==> config.mk <==
export PLATFORM = sky130hd
export DESIGN_NAME = mm_operand_loader_flat
export DESIGN_NICKNAME = d
export VERILOG_FILES = /design/src/rtl/mm_operand_loader_if.sv /design/src/rtl/mm_operand_loader.sv /design/src/flat_wrapper.sv
export SDC_FILE = /design/constraint.sdc
export NUM_CORES = 1
export LEC_CHECK = 0
export ABC_AREA = 1
export CORE_MARGIN = 4
export CORE_UTILIZATION = 45
export CTS_CLUSTER_SIZE = 14
export DETAILED_ROUTE_END_ITERATION = 12
export GPL_TIMING_DRIVEN = 0
export PLACE_DENSITY = 0.8
export SLEW_MARGIN = 30
export SYNTH_ARGS = -nofsm -noshare
export SYNTH_HDL_FRONTEND = slang
export SYNTH_SLANG_ARGS = --single-unit
export TNS_END_PERCENT = 100
==> constraint.sdc <==
create_clock -name clk -period 1.5 [get_ports clk]
set_input_delay 0.225 -clock clk [delete_from_list [all_inputs] [get_ports clk]]
set_output_delay 0.225 -clock clk [all_outputs]
set_load 0.03 [all_outputs]
==> src/rtl/mm_operand_loader_if.sv <==
// rtl/mm_operand_loader_if.sv - operand beat input and matrix-pair output bundle
// master = loader side, slave = feeder/core side.
interface mm_operand_loader_if #(
  parameter int DIM = 2,
  parameter int EW  = 4
);
  localparam int NE = DIM * DIM;

  logic [7:0]       ui_in;
  logic [7:0]       uio_in;
  logic             in_valid;
  logic             in_ready;
  logic [NE*EW-1:0] mat_a;
  logic [NE*EW-1:0] mat_b;
  logic             op_valid;
  logic             op_ready;

  modport master (
    input  ui_in, uio_in, in_valid, op_ready,
    output in_ready, mat_a, mat_b, op_valid
  );

  modport slave (
    output ui_in, uio_in, in_valid, op_ready,
    input  in_ready, mat_a, mat_b, op_valid
  );
endinterface

==> src/rtl/mm_operand_loader.sv <==
// rtl/mm_operand_loader.sv - collects A/B operand beats into matrix pairs for the multiply core
// FILL gathers NBEAT beats; HOLD presents the pair until the core handshakes it.
module mm_operand_loader #(
  parameter int DIM = 2,
  parameter int EW  = 4,
  localparam int EPB   = 8 / EW,
  localparam int NE    = DIM * DIM,
  localparam int NBEAT = NE / EPB,
  localparam int BW    = $clog2(NBEAT + 1)
) (
  input  logic                clk,
  input  logic                rst_n,
  input  logic                ena,
  input  logic                clear,
  mm_operand_loader_if.master bus,
  output logic [BW-1:0]       beat_cnt,
  output logic [7:0]          set_cnt,
  output logic                overrun
);

  typedef enum logic {FILL = 1'b0, HOLD = 1'b1} state_t;

  state_t           state_q, state_d;
  logic [BW-1:0]    cnt_d;
  logic [7:0]       set_d;
  logic             ovr_d;
  logic [NE*EW-1:0] mat_a_q, mat_a_d;
  logic [NE*EW-1:0] mat_b_q, mat_b_d;
  logic             ready;
  logic             accept;
  logic             handshake;

  assign ready     = ena & ~clear & ((state_q == FILL) | bus.op_ready);
  assign accept    = bus.in_valid & ready;
  assign handshake = ena & ~clear & (state_q == HOLD) & bus.op_ready;

  assign bus.in_ready = ready;
  assign bus.op_valid = (state_q == HOLD);
  assign bus.mat_a    = mat_a_q;
  assign bus.mat_b    = mat_b_q;

  always_comb begin
    state_d = state_q;
    cnt_d   = beat_cnt;
    set_d   = set_cnt;
    ovr_d   = overrun;
    mat_a_d = mat_a_q;
    mat_b_d = mat_b_q;

    if (clear) begin
      state_d = FILL;
      cnt_d   = '0;
      ovr_d   = 1'b0;
    end else if (ena) begin
      if (bus.in_valid & ~ready)
        ovr_d = 1'b1;

      if (handshake) begin
        set_d   = set_cnt + 8'd1;
        state_d = FILL;
      end

      // A beat accepted alongside a handshake starts the next pair in place.
      if (accept) begin
        for (int i = 0; i < NE; i++) begin
          if (int'(beat_cnt) == i / EPB) begin
            mat_a_d[i*EW +: EW] = bus.ui_in[(i % EPB)*EW +: EW];
            mat_b_d[i*EW +: EW] = bus.uio_in[(i % EPB)*EW +: EW];
          end
        end
        if (beat_cnt == BW'(NBEAT - 1)) begin
          cnt_d   = '0;
          state_d = HOLD;
        end else begin
          cnt_d = beat_cnt + BW'(1);
        end
      end
    end
  end

  always_ff @(posedge clk or negedge rst_n) begin
    if (!rst_n) begin
      state_q  <= FILL;
      beat_cnt <= '0;
      set_cnt  <= '0;
      overrun  <= 1'b0;
      mat_a_q  <= '0;
      mat_b_q  <= '0;
    end else begin
      state_q  <= state_d;
      beat_cnt <= cnt_d;
      set_cnt  <= set_d;
      overrun  <= ovr_d;
      mat_a_q  <= mat_a_d;
      mat_b_q  <= mat_b_d;
    end
  end

endmodule

==> src/flat_wrapper.sv <==
// flat-port wrapper written by rule: the top's interface ports become plain ports
module mm_operand_loader_flat 
#(
  parameter int DIM = 2,
  parameter int EW  = 4,
  localparam int EPB   = 8 / EW,
  localparam int NE    = DIM * DIM,
  localparam int NBEAT = NE / EPB,
  localparam int BW    = $clog2(NBEAT + 1)
)
  (clk, rst_n, ena, clear, beat_cnt, set_cnt, overrun, bus_ui_in, bus_uio_in, bus_in_valid, bus_op_ready, bus_in_ready, bus_mat_a, bus_mat_b, bus_op_valid);
  mm_operand_loader_if #(.DIM(DIM), .EW(EW)) bus_i ();
  input  logic clk;
  input  logic rst_n;
  input  logic ena;
  input  logic clear;
  output logic [BW-1:0] beat_cnt;
  output logic [7:0] set_cnt;
  output logic overrun;
  input wire logic [$bits(bus_i.ui_in)-1:0] bus_ui_in;
  input wire logic [$bits(bus_i.uio_in)-1:0] bus_uio_in;
  input wire logic [$bits(bus_i.in_valid)-1:0] bus_in_valid;
  input wire logic [$bits(bus_i.op_ready)-1:0] bus_op_ready;
  output wire logic [$bits(bus_i.in_ready)-1:0] bus_in_ready;
  output wire logic [$bits(bus_i.mat_a)-1:0] bus_mat_a;
  output wire logic [$bits(bus_i.mat_b)-1:0] bus_mat_b;
  output wire logic [$bits(bus_i.op_valid)-1:0] bus_op_valid;
  assign bus_i.ui_in = bus_ui_in;
  assign bus_i.uio_in = bus_uio_in;
  assign bus_i.in_valid = bus_in_valid;
  assign bus_i.op_ready = bus_op_ready;
  assign bus_in_ready = bus_i.in_ready;
  assign bus_mat_a = bus_i.mat_a;
  assign bus_mat_b = bus_i.mat_b;
  assign bus_op_valid = bus_i.op_valid;
  mm_operand_loader #(.DIM(DIM), .EW(EW)) u_core (.clk(clk), .rst_n(rst_n), .ena(ena), .clear(clear), .bus(bus_i), .beat_cnt(beat_cnt), .set_cnt(set_cnt), .overrun(overrun));
endmodule
==> metrics.md, run 1 <==
| Metric | Value |
|---|---|
| Status | `complete, no violations` |
| CTS tree | `built` |
| Nets | `320` |
| Critical path required time | `1690 ps` |
| Post-detailed-route DRC marker count | `0` |
| H-tree levels | `2` |
| GRT overflow | `0` |
| Worst Path Arrival | `1580 ps` |
| First-pass detailed-route iteration total | `4` |
| Skew final | `1.73 ps` |
| Met2 routed WL | `2.14 mm` |
| Vias per Instance | `4.93` |
| Core Footprint | `0.00406 mm2` |
| Initial antenna violation count | `0` |
| Max Used Layer | `met4` |
| CTS Buffer Depth | `2` |
| Startpoint types | `register` |
| Register area | `0.00110 mm2` |
| R2R cell count | `8` |
| Number of buffers added on ports | `66` |
| Die ar. | `0.00539 mm2` |
| Rows | `23` |
| Setup_tns | `0 ps` |
| Max_slew headroom | `0.627` |
| Min-Delay Path Class | `primary input to async pin` |
| Synthesized area per cell | `8.71 um2` |
| Leak | `1.52 nW` |
| CP Class | `register to register` |
| Yosys cell types | `22` |
| Share of the yosys chip area belonging to registers | `0.572` |
| Clock net sink count | `44` |
| Proportion of layout cells with a drive suffix above 1 | `0.0872` |
| Placer congestion estimate | `0.813` |
| Tot Pwr | `3.11 mW` |
| DR vias | `1,714` |
| CTS buffer count | `5` |
| Syn Std Cell Area | `0.00193 mm2` |
| NetSw | `1.08 mW` |
| Worst Setup End Kind | `register` |
| Avg WL per Cell | `13.1 um` |
| CP Max Fanout | `10` |
| CTS clk-pin slew, worst paths | `80 ps` |
| GR Util All Layers | `0.180` |
| Clk pwr share | `0.243` |
| FF-to-FF End | `u_core.bus.mat_b[3]` |
| WL final | `4.55 mm` |
| Pwr Density | `1150 mW/mm2` |
| Ports | `67` |
| Cell count after synthesis | `221` |
| Die Height | `73.4 um` |
| Routed Antenna Nets | `0` |
| Max Slew Vio Count | `0` |
| Layout fillers | `352` |
| Synthesis-stage register bit count | `44` |
| Syn nets | `244` |
| First-pass GRT wire length | `7.51 mm` |
| Met1 WL | `1.91 mm` |
| Final setup violating endpoints | `0` |
| Minimum clock period after layout | `1390 ps` |
| Vias in the first global route | `1,654` |
| Logic pwr share | `0.292` |
| # diodes | `0` |
| Clock Tree Root | `clkbuf_8` |
| Final Hold Fails | `0` |
| Area Overhead vs Synth | `41.2%` |
| Worst reg-to-reg setup slack | `110 ps` |
| Max cap viols | `0` |
| Clock Latency Late Sink | `290 ps` |
| Proportion of power drawn by flip-flops and latches | `0.465` |
| Period Utilization, post-route | `0.926` |
| Reg2reg start | `u_core.bus.op_valid` |
| Die W | `73.4 um` |
| Sw frac | `0.345` |
| Worst Tran Pin Value | `560 ps` |
| Peak Freq | `720 MHz` |
| Dpl hpwl | `3.41 mm` |
| Fin util | `0.670` |
| RSZ-0062 raised after global routing | `no` |
| Max VDD drop | `0.480 mV` |
| Initial Util | `0.475` |
| Footprint of the multi-input gates | `723 um2` |
| Largest net degree at the start of global routing | `24` |
| Drt first-iter violations | `158` |
| P_int | `2.04 mW` |
| Met3 routed WL | `439 um` |
| Yosys warnings | `0` |
[cells by family after synthesis]
family	share of synthesized area
flip-flops	0.572
adder cells (fa/ha/maj)	0.00650
AND/OR/NAND/NOR	0.350
XOR/XNOR	0.00910
buffers and inverters	0.0526
AO/OA/AOI/OAI	0.0104
[worst max-delay path by stage]
stage / slack (ps) / cells after the start / from / endpoint
after global placement: -930 / 1 / rst_n / u_core.set_cnt[5]
after detailed placement: -370 / 5 / clear / bus_in_ready
after floorplan: 160 / 3 / u_core.bus.op_valid / bus_in_ready
after CTS: -30 / 4 / u_core.bus.op_valid / bus_in_ready
after global routing: 20 / 8 / u_core.bus.op_valid / u_core.bus.mat_a[8]
final: 110 / 8 / u_core.bus.op_valid / u_core.bus.mat_b[3]
[sequential cells by signal (all words and copies together), names as in the netlist]
signal	cells
u_core.bus.mat_a	16
u_core.set_cnt	8
u_core.beat_cnt	2
u_core.bus.op_valid	1
u_core.bus.mat_b	16
u_core.overrun	1
[final cells by class]
class / count / area share
multi-input cells: 158 / 0.266
plain buffers: 8 / 0.0221
inverters: 11 / 0.0152
clock buffers: 8 / 0.0331
well taps: 50 / 0.0230
repair buffers: 69 / 0.236
flip-flops and latches: 44 / 0.405
[cells in the final DEF (no fill, tap or decap), drive strengths merged]
master | Yosys | layout
nand2 | 99 | 99
dlygate4sd2 | 0 | 44
dfrtp | 44 | 44
nand3 | 37 | 37
clkdlybuf4s50 | 0 | 20
nor2 | 13 | 13
buf | 8 | 12
inv | 11 | 11
clkbuf | 0 | 8
nand3b | 2 | 2
o21bai | 1 | 1
o31ai | 1 | 1
nand4 | 1 | 1
xnor2 | 1 | 1
o21ai | 1 | 1
xor2 | 1 | 1
ha | 1 | 1
dlygate4sd3 | 0 | 1
[cell usage after synthesis (all sizes together)]
library cell / n / share of area
ha: 1 / 0.0065
nand2: 99 / 0.20
buf: 8 / 0.031
nand4: 1 / 0.0033
o21bai: 1 / 0.0039
nand3: 37 / 0.099
nor2: 13 / 0.039
xor2: 1 / 0.0045
dfrtp: 44 / 0.57
o31ai: 1 / 0.0039
xnor2: 1 / 0.0045
nand3b: 2 / 0.0078
o21ai: 1 / 0.0026
inv: 11 / 0.021
[stage by stage]
stage                     instances  hold slack, ps  setup WS [ps]  cell area (um2)
final                           348             466            111             2720
after global routing            348             488           16.5             2720
after CTS                       347             465          -29.3             2720
after detailed placement        338             245           -367             2670
after global placement          337             453           -932             2650
after floorplan                 221           -70.6            160             1930
[power groups by stage]
stage | Clock [mW] | Sequential (mW) | Combinational [mW]
3_3_place_gp | 0 | 1.47 | 1.02
4_1_cts | 0.786 | 1.45 | 0.922
2_1_floorplan | 0 | 1.83 | 0.179
5_1_grt | 0.825 | 1.47 | 0.979
6_report | 0.757 | 1.45 | 0.909
3_5_place_dp | 0 | 1.48 | 1.04
[critical path: stages (launching register included)]
cell and delay, ps:
dfrtp_1 420, inv_1 120, nor2_4 50, buf_4 150, nor2_8 170, nand2_4 100, buf_6 160, nand2_1 60
nand2_1 50
[metal layers]
layer  global-route usage  up-vias
met2                0.287       66
li1                     -      851
met1                0.236      791
met5                    0        -
met4               0.0624        0
met3               0.0520        6
[timing repair]
action	in CTS	in global routing
buffers inserted	0	1
hold buffers	1	0
endpoints found under the setup margin	45	1
gates resized for setup	47	2
pin swaps	0	2
hold endpoints to repair	21	0
Note: power is estimated with default switching activity, not from simulation.
==> run 2: changes to the inputs <==
CORE_MARGIN = 2   (was 4)
PLACE_DENSITY = 0.85   (was 0.8)
==> run 2 against run 1 <==
Via count grew 0.12%. Combinational power hardly changed. Critical path depth fell by 4. Largest power group unchanged.
==> metrics.md, run 2 (synthesized netlist as in run 1, its figures left out) <==
| Metric | Value |
|---|---|
| Minimum clock period after layout | `1420 ps` |
| CTS tree | `built` |
| Most common cell after layout, fill and taps aside | `nand2_1` |
| Peak Freq | `702 MHz` |
| Hold slack | `437 ps` |
| Final setup violating endpoints | `0` |
| Critical path required time | `1270 ps` |
| Sw frac | `0.322` |
| Worst reg-to-reg setup slack | `200 ps` |
| Drt first-iter violations | `119` |
| Vias in the first global route | `1,660` |
| Startpoint types | `register` |
| Number of buffers added on ports | `66` |
| Post-Place Cells | `338` |
| First-pass detailed-route iteration total | `4` |
| Die ar. | `0.00482 mm2` |
| CP Max Fanout | `4` |
| WL final | `4.41 mm` |
| GR Util All Layers | `0.193` |
| DR vias | `1,716` |
| Proportion of layout cells with a drive suffix above 1 | `0.0909` |
| Die W | `69.4 um` |
| Worst path slowest cell | `dfrtp_1` |
| Worst Tran Pin Value | `529 ps` |
| Fin util | `0.678` |
| Commonest cells after routing, fill and taps aside | `nand2_1 (97), dlygate4sd2_1 (44), dfrtp_1 (44), nand3_1 (36), clkdlybuf4s50_1 (20)` |
| Clk pwr share | `0.290` |
| CTS clk-pin slew, worst paths | `80 ps` |
| Layout fillers | `341` |
| FF-to-FF End | `u_core.bus.mat_a[5]` |
| # diodes | `0` |
| CTS Buffer Depth | `2` |
| Crit path largest cell delay | `400 ps` |
| Dpl hpwl | `3.30 mm` |
| Die Height | `69.4 um` |
| Reg2reg start | `u_core.beat_cnt[0]` |
| Clock net sink count | `44` |
| Nets | `319` |
| Status | `complete, no violations` |
| Placer congestion estimate | `0.764` |
| RSZ-0062 raised after global routing | `no` |
| Clock Latency Late Sink | `290 ps` |
| Vias per Instance | `4.95` |
| Area after DPL | `0.00267 mm2` |
| Leak | `1.54 nW` |
| NetSw | `1.07 mW` |
| CTS buffer count | `5` |
| Min-Delay Path Class | `primary input to async pin` |
| Initial antenna violation count | `0` |
| GRT overflow | `0` |
| R2R cell count | `4` |
| First-pass GRT wire length | `7.43 mm` |
| Avg WL per Cell | `12.7 um` |
| Max cap viols | `0` |
| Footprint of the multi-input gates | `723 um2` |
| Max_slew headroom | `0.647` |
| Routed Antenna Nets | `0` |
| Max Slew Vio Count | `0` |
| Skew final | `4.79 ps` |
| Non-filler instance count after layout | `347` |
| Worst Setup End Kind | `output pin` |
| Final Hold Fails | `0` |
| Area Overhead vs Synth | `42.8%` |
| Proportion of power drawn by flip-flops and latches | `0.436` |
| Max VDD drop | `0.617 mV` |
| Initial Util | `0.475` |
| Tot Pwr | `3.32 mW` |
| Register area | `0.00110 mm2` |
| Largest net degree at the start of global routing | `24` |
| CP cell instances | `inv_1, nor2_4, nor2_1, buf_4` |
| Core Footprint | `0.00406 mm2` |
| Final instance area | `0.00275 mm2` |
| Period Utilization, post-route | `0.950` |
| Ports | `67` |
| CP Class | `register to output pin` |
| Post-CTS setup buffer count | `0` |
| Logic pwr share | `0.273` |
| P_int | `2.25 mW` |
| Pwr Density | `1210 mW/mm2` |
| Rows | `23` |
| Post-detailed-route DRC marker count | `0` |
| Clock Tree Root | `clkbuf_8` |
| H-tree levels | `2` |
| Worst Path Arrival | `1200 ps` |
-- run 2: repair_timing --
action	in CTS	in global routing
hold buffers	1	0
gates cloned	0	0
endpoints found under the setup margin	45	1
endpoints found under the hold margin	21	0
gates resized for setup	49	2
-- run 2: power by group through the flow --
stage	Combinational (mW)	Sequential (mW)	Clock [mW]
finish	0.908	1.45	0.964
global route	0.977	1.47	1.04
CTS	0.920	1.45	0.992
detailed placement	1.04	1.48	0
global placement	1.02	1.47	0
floorplan	0.179	1.83	0
-- run 2: final cells by class --
class,count,area share
flip-flops and latches,44,0.400
multi-input cells,158,0.263
repair buffers,68,0.231
clock buffers,7,0.0350
well taps,50,0.0227
plain buffers,8,0.0218
inverters,11,0.0150
clock inverters,1,0.0109
-- run 2: worst max path at each step --
| stage | start | end | slack [ps] | cells past startpoint |
|---|---|---|---|---|
| 6_report | u_core.bus.op_valid | bus_in_ready | 80 | 4 |
| 5_1_grt | u_core.bus.op_valid | bus_in_ready | 4 | 4 |
| 4_1_cts | u_core.bus.op_valid | bus_in_ready | 20 | 4 |
| 3_5_place_dp | bus_op_ready | bus_in_ready | -400 | 4 |
| 3_3_place_gp | rst_n | u_core.set_cnt[5] | -900 | 1 |
| 2_1_floorplan | u_core.bus.op_valid | bus_in_ready | 160 | 3 |
-- run 2: worst max-delay path: cells and delay by family, from the launching register on --
| family | cells | cell delay [ps] |
|---|---|---|
| and+or+nand+nor | 2 | 240 |
| buffers and inverters | 2 | 270 |
| DFF | 1 | 400 |
-- run 2: per-layer routing --
| layer | up-vias | routed length, um | global-route usage |
|---|---|---|---|
| li1 | 856 | - | - |
| met1 | 800 | 1920 | 0.241 |
| met2 | 56 | 2130 | 0.323 |
| met3 | 4 | 335 | 0.0596 |
| met4 | 0 | 23 | 0.0545 |
| met5 | - | 0 | 0 |
-- run 2: stage by stage --
stage / worst slack (ps) / TNS [ps]
floorplan: 160 / 0
global route: 4.10 / 0
global placement: -901 / -42230
finish: 75.3 / 0
detailed placement: -397 / -3290
CTS: 24.1 / 0
==> run 3: changes to the inputs <==
CORE_UTILIZATION = 48   (was 45)
PLACE_DENSITY = 0.89   (was 0.85)
clock period = 1.77 ns   (was 1.5 ns; I/O delays follow)
==> run 3 against run 2 <==
Non-clock buffer count is the same. Critical path depth down 3. Clock skew about the same. First-iteration DRC count up 34%. Count of clock-buffer cells in the layout shrank 1. Core utilization is 2.7 points higher. Hold slack got worse by 8.2 ps. Largest cell class unchanged. Setup slack worse by 21 ps. Largest power group unchanged. Clock power is 23% lower. Wire length up 4.4%.
==> metrics.md, run 3 (synthesized netlist as in run 1, its figures left out) <==
| Metric | Value |
|---|---|
| Skew final | `4.77 ps` |
| CP cell instances | `clkdlybuf4s50_1` |
| Commonest cells after routing, fill and taps aside | `nand2_1 (97), clkdlybuf4s50_1 (64), dfrtp_1 (44), nand3_1 (36), nor2_1 (10)` |
| Max_slew headroom | `0.728` |
| Most common cell after layout, fill and taps aside | `nand2_1` |
| CP Class | `register to output pin` |
| Clock Tree Root | `clkbuf_8` |
| Worst Path Arrival | `1450 ps` |
| WL final | `4.60 mm` |
| Placer congestion estimate | `0.790` |
| Final Hold Fails | `0` |
| Clock Latency Late Sink | `290 ps` |
| Startpoint types | `register` |
| Min-Delay Path Class | `primary input to async pin` |
| RSZ-0062 raised after global routing | `no` |
| GR Util All Layers | `0.213` |
| Pwr Density | `1030 mW/mm2` |
| CTS clk-pin slew, worst paths | `80 ps` |
| Drt first-iter violations | `160` |
| Period Utilization, post-route | `0.969` |
| Avg WL per Cell | `13.3 um` |
| Worst Tran Pin Value | `408 ps` |
| Vias per Instance | `4.94` |
| Crit path max-delay family | `buffers and inverters` |
| Post-detailed-route DRC marker count | `0` |
| Critical path buffers and inverters | `1` |
| Clock net sink count | `44` |
| Dpl hpwl | `3.47 mm` |
| Max Slew Vio Count | `0` |
| Initial Util | `0.488` |
| Rows | `23` |
| Die ar. | `0.00453 mm2` |
| Nets | `319` |
| Ports | `67` |
| Setup_tns | `0 ps` |
| Final instance area | `0.00278 mm2` |
| DR vias | `1,715` |
| Core Footprint | `0.00394 mm2` |
| First-pass detailed-route iteration total | `4` |
| Final setup violating endpoints | `0` |
| Proportion of layout cells with a drive suffix above 1 | `0.0842` |
| Number of buffers added on ports | `66` |
| Crit path largest cell delay | `720 ps` |
| GRT overflow | `0` |
| Minimum clock period after layout | `1720 ps` |
| CTS buffer count | `5` |
| Worst Setup End Kind | `output pin` |
| Vias in the first global route | `1,578` |
| Area Overhead vs Synth | `44.4%` |
| Status | `complete, no violations` |
| # diodes | `0` |
| Max VDD drop | `0.547 mV` |
| Largest net degree at the start of global routing | `29` |
| Die Height | `67.3 um` |
| H-tree levels | `2` |
| Worst path slowest cell | `clkdlybuf4s50_1` |
| Critical path required time | `1500 ps` |
| Area after DPL | `0.00266 mm2` |
| CP Max Fanout | `5` |
| CTS Buffer Depth | `2` |
| Peak Freq | `583 MHz` |
| Initial antenna violation count | `0` |
| Routed Antenna Nets | `0` |
| Leak | `1.38 nW` |
| Die W | `67.3 um` |
| CTS tree | `built` |
| Max cap viols | `0` |
| First-pass GRT wire length | `7.20 mm` |
==> run 3: path summary, 6_finish.rpt <==
check                      slack [ps]  cells past startpoint                   end                  from
setup reg to reg                  460                      4   u_core.bus.mat_a[6]    u_core.beat_cnt[0]
setup / recovery                   50                      1            set_cnt[2]     u_core.set_cnt[2]
max in group asynchronous         850                      3     u_core.set_cnt[6]                 rst_n
hold reg to reg                   480                      2  u_core.bus.mat_b[12]  u_core.bus.mat_b[12]
hold / removal                    430                      2  u_core.bus.mat_a[11]                 rst_n
min in group clk                  480                      2  u_core.bus.mat_b[12]  u_core.bus.mat_b[12]
==> run 3: power breakdown <==
part,switching (mW),leakage [nW],internal [mW]
clock network,0.323,0.0552,0.419
registers,0.0896,0.571,1.15
logic,0.510,0.753,0.362
total,0.922,1.38,1.93
==> run 3: through the flow <==
| stage | util | hold WS [ps] | worst slack, ps | total power, mW | cells |
|---|---|---|---|---|---|
| 2_1_floorplan | - | -30.1 | 389 | 1.70 | 221 |
| 3_3_place_gp | 0.672 | 453 | -668 | 2.11 | 337 |
| 3_5_place_dp | 0.676 | 219 | -169 | 2.14 | 338 |
| 4_1_cts | 0.705 | 443 | 46.8 | 2.88 | 347 |
| 5_1_grt | 0.705 | 458 | 16.5 | 2.99 | 347 |
| 6_report | 0.705 | 429 | 54.0 | 2.85 | 347 |
==> run 3: repair_timing <==
action,CTS,global route
setup buffers,0,0
hold buffers,1,0
resized for setup,1,0
hold endpoints to repair,16,0
endpoints found under the setup margin,1,0
==> run 3: cell type report <==
class                           instances  area (um2)
Timing Repair Buffer                   68         684
Multi-Input combinational cell        158         723
Tap cell                               50        62.6
Fill cell                             311        1160
Clock inverter                          2        35.0
Clock buffer                            6        72.6
Sequential cell                        44        1100
Buffer                                  8        60.1
Inverter                               11        41.3
==> run 3: per-layer routing <==
layer / track usage / vias to the layer above / share of wire
met4: 0.0459 / 0 / 0.010
met2: 0.376 / 62 / 0.52
met5: 0 / - / 0
li1: - / 848 / -
met1: 0.260 / 799 / 0.40
met3: 0.0583 / 6 / 0.070
